--- src/rtl/uart_pkg.sv ---
// uart_pkg: definitions shared by the UART receiver files.
// This file holds the FSM state encoding and the per-bit sample-count constants.
// It also provides a helper that computes the baud tick divisor.
package uart_pkg;

  typedef enum logic [1:0] {
    ST_IDLE  = 2'd0,
    ST_START = 2'd1,
    ST_DATA  = 2'd2,
    ST_STOP  = 2'd3
  } uart_state_t;

  // The bit period is 16 ticks. Each bit is sampled on the tick where the count is 7.
  localparam logic [3:0] SAMPLE_MID  = 4'd7;
  localparam logic [3:0] SAMPLE_LAST = 4'd15;
  localparam int         DATA_BITS   = 8;

  // Returns the tick divisor for 16x oversampling. The tick counter wraps at this value.
  function automatic int calc_div(input int crystal, input int baud);
    return crystal / (baud * 16) - 1;
  endfunction

endpackage

--- src/rtl/uart_baud_tick.sv ---
// uart_baud_tick: a free-running divider that produces a 16x-baud sampling tick.
// Ports:
//   clk   - system clock
//   reset - asynchronous, active-high
//   clear - synchronous clear. It realigns the tick phase to the current clock.
//   tick  - one-clk pulse. It occurs every DIV+1 clocks, on the clock where the counter equals DIV.
module uart_baud_tick #(
  parameter int DIV = 9
) (
  input  logic clk,
  input  logic reset,
  input  logic clear,
  output logic tick
);

  localparam int CW = (DIV < 1) ? 1 : $clog2(DIV + 1);
  localparam logic [CW-1:0] DIV_C     = CW'(DIV);
  localparam logic [CW-1:0] DIV_PRE_C = CW'(DIV - 1);

  generate
    if (DIV < 1) begin : g_div_illegal
      $error("uart_baud_tick: DIV must be at least 1");
    end
  endgenerate

  logic [CW-1:0] cnt_r;
  logic          tick_r;

  // The divider counter wraps at DIV. A clear forces it back to zero.
  // The tick is registered one count early, so it is high exactly while cnt_r equals DIV.
  always_ff @(posedge clk or posedge reset) begin
    if (reset) begin
      cnt_r  <= '0;
      tick_r <= 1'b0;
    end else if (clear) begin
      cnt_r  <= '0;
      tick_r <= 1'b0;
    end else begin
      if (cnt_r == DIV_C) begin
        cnt_r <= '0;
      end else begin
        cnt_r <= cnt_r + {{(CW-1){1'b0}}, 1'b1};
      end
      tick_r <= (cnt_r == DIV_PRE_C) && (DIV_C != DIV_PRE_C);
    end
  end

  assign tick = tick_r;

endmodule

--- src/rtl/uart_rx.sv ---
// uart_rx: an 8N1 UART receiver that oversamples the line at 16x and samples each bit at mid-bit.
// Ports:
//   clk       - system clock
//   reset     - asynchronous, active-high
//   rx        - serial line. It idles high and is asynchronous to clk.
//   dout_byte - the last correctly framed byte
//   dout_rdy  - one-clk pulse when dout_byte is updated
//   frame_err - one-clk pulse when the stop bit is sampled low
//   busy      - high while a frame is in progress
module uart_rx #(
  parameter int CRYSTAL = 22118400,
  parameter int BAUD    = 9600
) (
  input  logic       clk,
  input  logic       reset,
  input  logic       rx,
  output logic [7:0] dout_byte,
  output logic       dout_rdy,
  output logic       frame_err,
  output logic       busy
);

  import uart_pkg::*;

  localparam int DIV = calc_div(CRYSTAL, BAUD);

  logic        sync1_r, sync2_r, prev_r;
  logic        rx_s, fall_s, tick_s, mid_s, start_s;

  uart_state_t state_r, state_next;
  logic [3:0]  sample_r, sample_next;
  logic [2:0]  bit_r, bit_next;
  logic [7:0]  shift_r, shift_next;
  logic [7:0]  byte_r, byte_next;
  logic        rdy_r, rdy_next;
  logic        ferr_r, ferr_next;
  logic        brk_r, brk_next;
  logic        busy_r, busy_next;

  // Two-flop synchronizer for rx. A third flop keeps the previous synced value for edge detection.
  always_ff @(posedge clk or posedge reset) begin
    if (reset) begin
      sync1_r <= 1'b1;
      sync2_r <= 1'b1;
      prev_r  <= 1'b1;
    end else begin
      sync1_r <= rx;
      sync2_r <= sync1_r;
      prev_r  <= sync2_r;
    end
  end

  assign rx_s   = sync2_r;
  assign fall_s = prev_r & ~sync2_r;

  uart_baud_tick #(.DIV(DIV)) u_tick (
    .clk   (clk),
    .reset (reset),
    .clear (start_s),
    .tick  (tick_s)
  );

  assign mid_s = tick_s && (sample_r == SAMPLE_MID);

  // Next-state and datapath logic for the receive FSM.
  always_comb begin
    state_next  = state_r;
    sample_next = sample_r;
    bit_next    = bit_r;
    shift_next  = shift_r;
    byte_next   = byte_r;
    rdy_next    = 1'b0;
    ferr_next   = 1'b0;
    brk_next    = brk_r;
    start_s     = 1'b0;

    if ((state_r != ST_IDLE) && tick_s) begin
      if (sample_r == SAMPLE_LAST) begin
        sample_next = 4'd0;
      end else begin
        sample_next = sample_r + 4'd1;
      end
    end else begin
      sample_next = sample_r;
    end

    case (state_r)
      ST_IDLE: begin
        // After a break, the line must be seen high once before a new start is accepted.
        if (brk_r) begin
          if (rx_s) begin
            brk_next = 1'b0;
          end else begin
            brk_next = 1'b1;
          end
        end else if (fall_s) begin
          start_s     = 1'b1;
          state_next  = ST_START;
          sample_next = 4'd0;
          bit_next    = 3'd0;
        end else begin
          state_next = ST_IDLE;
        end
      end
      ST_START: begin
        if (mid_s) begin
          if (!rx_s) begin
            state_next = ST_DATA;
          end else begin
            state_next = ST_IDLE;  // the start was a glitch: drop it silently
          end
        end else begin
          state_next = ST_START;
        end
      end
      ST_DATA: begin
        if (mid_s) begin
          shift_next = {rx_s, shift_r[7:1]};
          bit_next   = bit_r + 3'd1;
          if (bit_r == 3'(DATA_BITS - 1)) begin
            state_next = ST_STOP;
          end else begin
            state_next = ST_DATA;
          end
        end else begin
          state_next = ST_DATA;
        end
      end
      ST_STOP: begin
        // Return to idle at mid-stop so that a back-to-back start edge is caught.
        if (mid_s) begin
          state_next = ST_IDLE;
          if (rx_s) begin
            byte_next = shift_r;
            rdy_next  = 1'b1;
          end else begin
            ferr_next = 1'b1;
            brk_next  = 1'b1;
          end
        end else begin
          state_next = ST_STOP;
        end
      end
      default: begin
        state_next = ST_IDLE;
      end
    endcase

    busy_next = (state_next != ST_IDLE);
  end

  // Register the FSM state, the counters and all outputs.
  always_ff @(posedge clk or posedge reset) begin
    if (reset) begin
      state_r  <= ST_IDLE;
      sample_r <= 4'd0;
      bit_r    <= 3'd0;
      shift_r  <= 8'h00;
      byte_r   <= 8'h00;
      rdy_r    <= 1'b0;
      ferr_r   <= 1'b0;
      brk_r    <= 1'b0;
      busy_r   <= 1'b0;
    end else begin
      state_r  <= state_next;
      sample_r <= sample_next;
      bit_r    <= bit_next;
      shift_r  <= shift_next;
      byte_r   <= byte_next;
      rdy_r    <= rdy_next;
      ferr_r   <= ferr_next;
      brk_r    <= brk_next;
      busy_r   <= busy_next;
    end
  end

  assign dout_byte = byte_r;
  assign dout_rdy  = rdy_r;
  assign frame_err = ferr_r;
  assign busy      = busy_r;

endmodule

--- config.mk ---
export PLATFORM = sky130hd
export DESIGN_NAME = uart_rx
export DESIGN_NICKNAME = d
export VERILOG_FILES = /design/src/rtl/uart_pkg.sv /design/src/rtl/uart_baud_tick.sv /design/src/rtl/uart_rx.sv
export SDC_FILE = /design/constraint.sdc
export NUM_CORES = 1
export LEC_CHECK = 0
export CAP_MARGIN = 30
export CORE_MARGIN = 3
export CORE_UTILIZATION = 35
export CTS_BUF_LIST = sky130_fd_sc_hd__clkbuf_4
export DETAILED_ROUTE_END_ITERATION = 8
export GPL_ROUTABILITY_DRIVEN = 0
export HOLD_SLACK_MARGIN = 0.1
export PLACE_DENSITY = 0.6
export SLEW_MARGIN = 20
export SYNTH_ARGS = -nofsm -noshare
export SYNTH_HDL_FRONTEND = slang
export SYNTH_SLANG_ARGS = --single-unit
--- constraint.sdc ---
create_clock -name clk -period 1.9 [get_ports clk]
set_input_delay 0.57 -clock clk [delete_from_list [all_inputs] [get_ports clk]]
set_output_delay 0.57 -clock clk [all_outputs]
set_load 0.1 [all_outputs]
==> results.cfg <==
[detailed_routing]
vias_per_cell = 4.966
drt_iter0_drc = 71
wl_per_cell_um = 12.90
drtAntennaViolNets = 0
drt_first_pass_iters = 4
drc = 0
drt_wl_total_mm = 3.070
vias = 1182

[place]
placed_area_sq_um = 2136
place_ws_ns = 0.1814
port_buffers = 13
hpwl_mm = 2.168

[worst_setup_path]
crit_path_cell_trace = ha_1 -> and4b_1 -> nand4_4 -> mux2_2
cp.required_ns = 2.15
arrival_ns = 1.95
startpoint_type = register
worst_path_largest_cell_delay_ns = 0.44
critPathBufInv = 0
endpoint_kind = register
cpMaxStageDelayCell = dfrtp_1
crit_path_max_fanout = 9
crit_type = reg2reg
cp_top_family = simple AND/OR/NAND/NOR gates

[run]
max_cap_violations = 0

[synthesis]
async_reset_ff_frac = 1.000
yosys_warnings = 0
yosysUniqueCellTypes = 34
netlist_instances = 150
synth_area_per_cell_sq_um = 11.96
synth_nets = 158
synth_flop_cell = dfrtp_1
netlist_area_sq_um = 1794
ys_ff_latch = 41
ys_seq_area_frac = 0.5739
synth_edf_count = 0

[clock_tree]
cts.path.max_buffers = 2
clk_latency_ns = 0.36
cts-root-buf = clkbuf_4
h-tree-depth = 2
cts_setup_buffers = 0
cts_buffers = 5
cts_resized = 0
cts_sinks = 41
cts_tree = yes
path_clk_slew_ns = 0.12
hold_buffers = 0

[floorplanning]
die_w_um = 77.60
die_h_um = 77.60
rows = 25
die-area_sq_um = 6022
io_pins = 14
floorplan.initialDensity = 0.3701
core_sq_um = 4848

[sta]
fmax_mhz = 585.7
fin_tns_setup_ns = 0
setup_viol = 0
relSlewSlack = 0.7334
hold_violations = 0
slew_viol_final = 0
worstMarginPinSlew_ns = 0.3958
rsz0062_at_grt = false
layout_setup_ws_ns = 0.1926
fin_crit_sh = 0.8986
fin_crit_ns = 1.707
skew_ns = 0.01961

[layout]
diodes = 0
fin_area_sq_um = 2215
area_growth_pct = 23.43
fin_nets = 178
drive_gt1_frac = 0.2632
nFillCells = 442

[power_and_ir_drop]
p_leak_nw = 1.005
max-vdd-ir-drop_mv = 0.4832
powerDensity_nw_per_um2 = 880.7

[grt]
grt_pass1_wl_mm = 5.678
grt_overflow = 0
antenna_found_initial = 0
grt_max_degree = 42
grt_pass1_vias = 1223
grt_usage = 0.1187

[run_status]
outcome = finished clean

[worst_hold_path]
hold_path.class = reg2reg
-- cell type report --
class | count | area (sq um) | area share
Sequential cell | 41 | 1030 | 0.4650
Timing Repair Buffer | 18 | 290.3 | 0.1311
Clock inverter | 3 | 41.29 | 0.01864
Tap cell | 67 | 83.83 | 0.03785
Inverter | 8 | 30.03 | 0.01356
Clock buffer | 5 | 37.54 | 0.01695
Multi-Input combinational cell | 96 | 701.9 | 0.3169
-- per-layer routing --
metal | vias up | routed length (um) | part of all wire | GRT usage
met2 | 22 | 1515 | 0.49 | 0.1807
met1 | 578 | 1386 | 0.45 | 0.1499
met4 | 0 | 40 | 0.013 | 0.06050
met3 | 5 | 127 | 0.041 | 0.03944
met5 | - | 0 | 0 | 0
li1 | 577 | - | - | -
-- cells by family (layout without fill, tap and decap cells) --
family,after synthesis,count (layout),synth area share
muxes,17,17,0.1060
xor gates and xnor gates,2,2,0.009765
adders and majority gates,5,5,0.03487
and+or+nand+nor,42,42,0.1374
buffers and inverters,13,34,0.03487
DFF,41,41,0.5739
AOI/OAI and AO/OA,30,30,0.1032
-- synthesized netlist by cell type, drive strengths merged (2+ instances only) --
cell type  number  area [sq um]
dfrtp          38         950.9
mux2           16         180.2
a21oi           9         45.04
nor2            9         36.29
o21ai           9         45.04
inv             8         30.03
nand2           8         30.03
nand3           7         35.03
or3             6         42.54
buf             5         32.53
ha              5         62.56
o211ai          5         37.54
dfstp           3         78.83
nand2b          3         18.77
a31oi           2         12.51
nand4           2         27.53
nand4b          2         17.52
-- where the power goes --
part | leakage [nW] | internal (mW) | switching (mW) | total [mW]
clock network | 0.0389 | 0.272 | 0.294 | 0.567
logic | 0.424 | 0.138 | 0.172 | 0.310
registers | 0.542 | 0.960 | 0.114 | 1.07
total | 1.01 | 1.37 | 0.580 | 1.95
-- registers in the layout (all words and copies together) (netlist names) --
name          flops
frame_err         1
sync1_r           1
dout_byte         8
sample_r          4
shift_r           8
rx_s              1
u_tick.cnt_r      8
u_tick.tick       1
prev_r            1
bit_r             3
busy              1
state_r           2
dout_rdy          1
brk_r             1
-- path summary, 6_finish.rpt --
check                            start           end  slack (ns)  cells after the start
max                        sample_r[0]  dout_byte[5]        0.19                      4
min                            sync1_r          rx_s        0.36                      0
max reg2reg                sample_r[0]  dout_byte[5]        0.19                      4
min reg2reg                    sync1_r          rx_s        0.36                      0
max in group asynchronous        reset        prev_r        1.09                      3
min in group asynchronous        reset    shift_r[5]        0.54                      3
-- cells in the final DEF, fill, tap and decap left out, types with 2 or more instances in the layout --
cell type        synthesis  routed
nand2_1                  8       8
nand2b_1                 3       3
ha_1                     5       5
nand4b_1                 2       2
o211ai_1                 5       5
inv_1                    8       8
buf_12                   0      12
a31oi_1                  2       2
mux2_2                  16      16
nor2_1                   8       8
dfrtp_1                 38      38
clkdlybuf4s50_1          0       2
dfstp_2                  3       3
nand3_1                  7       7
or3_1                    5       5
o21ai_0                  9       9
clkbuf_4                 0       5
a21oi_1                  9       9
buf_4                    3       4
-- per-stage QoR --
| stage | std cells | hold WS, ns | util | power (mW) |
|---|---|---|---|---|
| floorplan | 150 | 0.3452 | - | 1.297 |
| detailed placement | 230 | 0.3491 | 0.4405 | 1.402 |
| CTS | 238 | 0.3670 | 0.4568 | 1.982 |
| finish | 238 | 0.3646 | 0.4568 | 1.950 |
| global placement | 230 | 0.3483 | 0.4405 | 1.363 |
| global route | 238 | 0.3751 | 0.4568 | 2.091 |
No activity file was read; power rests on OpenSTA's default activity.
